[src/rtl/pattern_det_pkg.sv]
// Shared definitions for the serial pattern detector: default pattern,
// state-register width helper and the elaboration-time KMP transition function.
package pattern_det_pkg;

    localparam int                         DEF_PATTERN_LEN = 5;
    localparam logic [DEF_PATTERN_LEN-1:0] DEF_PATTERN     = 5'b11010;

    // Widest pattern the transition builder can handle.
    localparam int MAX_PATTERN_LEN = 32;

    // Binary-encoded states S_0..S_len need this many bits.
    function automatic int state_width(input int len);
        return $clog2(len + 1);
    endfunction

    // Next state from S_k on bit b: the longest suffix of (matched prefix + b)
    // that is also a pattern prefix, capped at len. When b extends the match
    // this naturally gives k+1. The pattern MSB (pat[len-1]) is received first.
    function automatic int next_state(input logic [MAX_PATTERN_LEN-1:0] pat,
                                      input int                         len,
                                      input int                         k,
                                      input logic                       b);
        logic [MAX_PATTERN_LEN:0] s;
        int                       n;
        int                       best;
        logic                     ok;
        s = '0;
        for (int i = 0; i < k; i++) begin
            s[i] = pat[len-1-i];
        end
        s[k] = b;
        n    = k + 1;
        best = 0;
        for (int j = 1; j <= n; j++) begin
            if (j <= len) begin
                ok = 1'b1;
                for (int t = 0; t < j; t++) begin
                    if (s[n-j+t] != pat[len-1-t]) begin
                        ok = 1'b0;
                    end
                end
                if (ok) begin
                    best = j;
                end
            end
        end
        return best;
    endfunction

endpackage

[src/rtl/pattern_det_moore.sv]
// Moore-style serial pattern detector. Overlapping occurrences are flagged by
// stepping through a KMP transition table that is fully resolved at elaboration.
//
//  state    | meaning
//  ---------+---------------------------------------------------
//  S_0      | IDLE, no prefix of PATTERN matched
//  S_k      | longest PATTERN prefix matched so far is k bits
//  S_LEN    | DETECT, full PATTERN just received; pattern = 1
module pattern_det_moore
    import pattern_det_pkg::*;
#(
    parameter int                     PATTERN_LEN = DEF_PATTERN_LEN,
    parameter logic [PATTERN_LEN-1:0] PATTERN     = DEF_PATTERN
) (
    input  logic clk,
    input  logic rst,
    input  logic d_i,
    input  logic valid_i,
    output logic pattern
);

    localparam int SW    = state_width(PATTERN_LEN);
    localparam int N_ENC = 2 ** SW;

    localparam logic [SW-1:0] S_IDLE   = '0;
    localparam logic [SW-1:0] S_DETECT = SW'(PATTERN_LEN);

    logic [SW-1:0] r_state;
    logic [SW-1:0] w_state_next;

    // Constant transition table; encodings above DETECT are unreachable and
    // fall back to IDLE so the table covers every register value.
    logic [SW-1:0] w_next_tbl [N_ENC][2];

    for (genvar k = 0; k < N_ENC; k++) begin : g_state
        for (genvar b = 0; b < 2; b++) begin : g_bit
            if (k <= PATTERN_LEN) begin : g_used
                localparam int NXT = next_state(MAX_PATTERN_LEN'(PATTERN),
                                                PATTERN_LEN, k, (b != 0));
                assign w_next_tbl[k][b] = SW'(NXT);
            end else begin : g_unused
                assign w_next_tbl[k][b] = S_IDLE;
            end
        end
    end

    // State register with synchronous reset; reset wins over any valid bit.
    always_ff @(posedge clk) begin
        if (rst) begin
            r_state <= S_IDLE;
        end else begin
            r_state <= w_state_next;
        end
    end

    // Next state: hold on invalid cycles so gaps never break a partial match.
    always_comb begin
        w_state_next = r_state;
        if (valid_i) begin
            w_state_next = w_next_tbl[r_state][d_i];
        end
    end

    assign pattern = (r_state == S_DETECT);

endmodule

[config.mk]
export PLATFORM = sky130hd
export DESIGN_NAME = pattern_det_moore
export DESIGN_NICKNAME = d
export VERILOG_FILES = /design/src/rtl/pattern_det_pkg.sv /design/src/rtl/pattern_det_moore.sv
export SDC_FILE = /design/constraint.sdc
export NUM_CORES = 1
export LEC_CHECK = 0
export ABC_AREA = 1
export BUFFER_PORTS_ARGS = -buffer_cell sky130_fd_sc_hd__clkbuf_2
export CAP_MARGIN = 40
export CORE_AREA = 2 2 39 41
export DETAILED_ROUTE_END_ITERATION = 10
export DIE_AREA = 0 0 41 43
export PLACE_DENSITY = 0.44
export SETUP_SLACK_MARGIN = 0.4
export SYNTH_ARGS = -nofsm -noshare
export SYNTH_HDL_FRONTEND = slang
export SYNTH_SLANG_ARGS = --single-unit
[constraint.sdc]
create_clock -name clk -period 1.4 [get_ports clk]
set_input_delay 0.28 -clock clk [delete_from_list [all_inputs] [get_ports clk]]
set_output_delay 0.28 -clock clk [all_outputs]
set_load 0.05 [all_outputs]
After elaboration in Yosys (flattened, before gate mapping)
Memory sizes are Yosys's and may differ from the RTL's. Cells that the tools add are included.

Bits of input ports: 4. ROM bits: 48. Bits in registers: 3. Memories: 1. Output and inout port bits: 1.

Muxes and demuxes: 5. Equality and inequality tests: 1. Order comparisons: 2. Bitwise operators: 2.

Memories: (no name shown) (depth 8, width 6, read ports 1, clocked after Yosys merged registers in 0, wr ports 0, RTL line pattern_det_moore.sv:60) `w_state_next = w_next_tbl[r_state][d_i];`.

Operators by type and width (count): $mux W6 (2); $mux W3 (3); $ge A4 B4 Y1 const B (1); $not A3 Y4 (1); $eq A3 B3 Y1 const B (1); $ge A2 B2 Y1 const B (1); $not A1 Y2 (1).

Longest topological paths before layout
Word-level depth: 7. Mapped depth: 6.

Least setup slack after synthesis
Ideal clock, no wire load.

Path type: flip-flop to output port. Start: register r_state[1]. End: output port pattern. Path buffers: 0. Path slack: 0.212 ns. Arrival: 0.908 ns. Required time: 1.120 ns. Stages on the path, launching flop included: 5. Path through: dfxtp_1 -> inv_1 -> ha_1 -> nand2_1 -> inv_1.

Cells in the longest elaborated chain, start to end: 1.

Ends and longest elaborated chain: from (decl) (RTL line pattern_det_moore.sv:28) `logic [SW-1:0] r_state;`; from (signal assigned) (RTL line pattern_det_moore.sv:52) `r_state <= w_state_next;`; $eq A3 B3 Y1 (RTL line pattern_det_moore.sv:64) `assign pattern = (r_state == S_DETECT);`; to (decl) (RTL line pattern_det_moore.sv:19) `output logic pattern`.

Every way passes these cells.

Worst setup path after layout
Same ends and word-level chain as after synthesis.

==> impl_metrics.ini <==
[place]
gp_congestion = 0.665
dp_cells = 58
portBuffers = 4

[layout]
nFillCells = 137
top_register = r_state
finalNetCount = 60
syn2layout_area_growth_pct = 89.0
layout_common_cells = 5 x nand2_2, 5 x nand2_1, 4 x buf_4
final_util_pct = 34.2
largest_reg_flops = 3
top_regs = r_state: 3 flops
drive_above_1_share_pct = 70.0
fin_cells = 66
diodes = 0

[setup_path]
end_kind = primary output
max_stage_delay_ps = 340
worst-path-buf-inv = 3
worstSetupPathType = reg -> out
reg2reg_depth = 8
crit_slowest_cell = dfxtp_2
cp_max_fo = 2
crit_family = flip-flops
cp_cell_sequence = inv_4, ha_4, nand2_4, clkinvlp_4, clkbuf_16
r2r_slack_ps = 190
startpoint_type = register
critical_path_arrival_ps = 1060
cp.depth = 5
cp_data_required_time_ps = 1120

[sta]
whs_ps = 230
fin_crit_sh_pct = 95.9
worst_clock_skew_ps = 2.09
max_clock_freq_mhz = 744
max-slew-margin-rel_pct = 90.0
setup_viol = 0
final_hold_viol_count = 0
setup_tns_ps = 0
rsz0062_at_grt = true
fin_crit_ps = 1340
worst_slew_pin_slew_ps = 150
finalMaxSlewViolations = 0

[outcome]
status = finished, final reports clean

[grt]
grt_pass1_vias = 247
grt_overflow = 0
grt_usage_pct = 8.03
grt_pass1_wl_um = 938
grt_max_degree = 7
antenna_found_initial = 0

[clock_tree]
cts.path.max_buffers = 2
cts_tree = done
clock_sinks = 3
path_clk_slew_ps = 40
cts_inserted_buffers = 3
cts_hold_buf = 0
clk_latency_ps = 230
htree_levels = 1
root_buffer = clkbuf_4

[power]
leakagePower_nw = 0.220
power.density_mw_per_mm2 = 728
peakVddDrop_uv = 420

[floorplan]
dieArea_mm2 = 0.00176
die_y_um = 43
core_mm2 = 0.00138
initial_core_util_pct = 18.1
row_count = 14
die_x_um = 41
ioPinCount = 5

[synth]
synth.area.top_cells = ha_1 25%, dfxtp_1 24%, nand2_1 17%, nand3_1 8.0%, inv_1 7.5%
synth_nets = 46
avgSynthCellArea_um2 = 6.76
ys_ff_latch = 3
netlist_instances = 37
seq_area_frac_synth_pct = 24.0
netlist_area_um2 = 250
synth.distinct_cells = 12
netlist.area_leader.share_pct = 25.0
synth_largest_area_cell = ha_1
ys.warnings.count = 0

[routing]
post_drt_wl_per_cell_um = 9.09
dr.pass1.iters = 4
drtIter0Drc = 5
postRouteAntennaNets = 0
via_per_inst = 4.06
drc_errors = 0
via_count = 268
finalWirelength_um = 600

[worst_hold_path]
worst_hold_path.num_cells = 2
hp-class = in -> reg

[flow_run]
maxCapViolations = 0
-- cells in the mapped netlist --
| cell type | number |
|---|---|
| a21oi_1 | 2 |
| a21oi_2 | 1 |
| dfxtp_1 | 3 |
| ha_1 | 5 |
| inv_1 | 5 |
| inv_2 | 1 |
| nand2_1 | 11 |
| nand2_2 | 1 |
| nand3_1 | 4 |
| nand4_1 | 1 |
| nor2_1 | 2 |
| o21ai_0 | 1 |
-- kinds of logic (layout without fill, tap and decap cells) --
group                    Yosys count  after routing  share of synthesized area [%]
flip-flops                         3              3                           24.0
adder cells (fa/ha/maj)            5              5                           25.0
buffers and inverters              6             19                           9.00
AO/OA/AOI/OAI                      4              4                           9.50
AND/OR/NAND/NOR                   19             19                           32.5
-- power by group --
| group | internal, W | switching (W) | total (W) |
|---|---|---|---|
| combinational | 0.0000482 | 0.0000507 | 0.0000989 |
| sequential | 0.0000920 | 0.00000606 | 0.0000981 |
| clock | 0.000107 | 0.0000409 | 0.000147 |
| total | 0.000247 | 0.0000976 | 0.000344 |
-- area by class of cell --
cell class / instances / area [um2] / share of cell area, %
Multi-Input combinational cell: 28 / 254 / 53.7
Timing Repair Buffer: 9 / 81.3 / 17.2
Sequential cell: 3 / 62.6 / 13.2
Inverter: 6 / 28.8 / 6.08
Clock buffer: 4 / 26.3 / 5.56
Tap cell: 16 / 20.0 / 4.23
-- worst paths after layout --
kind,end,start
setup reg to reg,r_state[1],r_state[1]
hold reg to reg,r_state[2],r_state[2]
hold / removal,r_state[2],rst
setup / recovery,pattern,r_state[1]
-- per-layer routing --
layer	share of wire [%]	wire (um)	track usage, %	up-vias
met2	52	310	10.9	6
met4	0	0	4.00	0
li1	-	-	-	144
met5	0	0	0	-
met3	5.7	34	5.24	0
met1	43	256	9.32	118
-- stage by stage --
stage / setup WS [ps] / power [W] / cell area [um2]
2_1_floorplan: 284 / 0.000137 / 272
3_3_place_gp: 194 / 0.000154 / 319
3_5_place_dp: 193 / 0.000152 / 319
4_1_cts: 50.3 / 0.000334 / 434
5_1_grt: 10.1 / 0.000381 / 473
6_report: 56.7 / 0.000344 / 473
-- what timing repair did --
| action | CTS | global route |
|---|---|---|
| gates cloned | 0 | 0 |
| setup endpoints to repair | 3 | 4 |
| pin swaps | 9 | 10 |
| setup buffers | 3 | 1 |
| resized for setup | 11 | 10 |
Power figures use the tool's default switching activity.
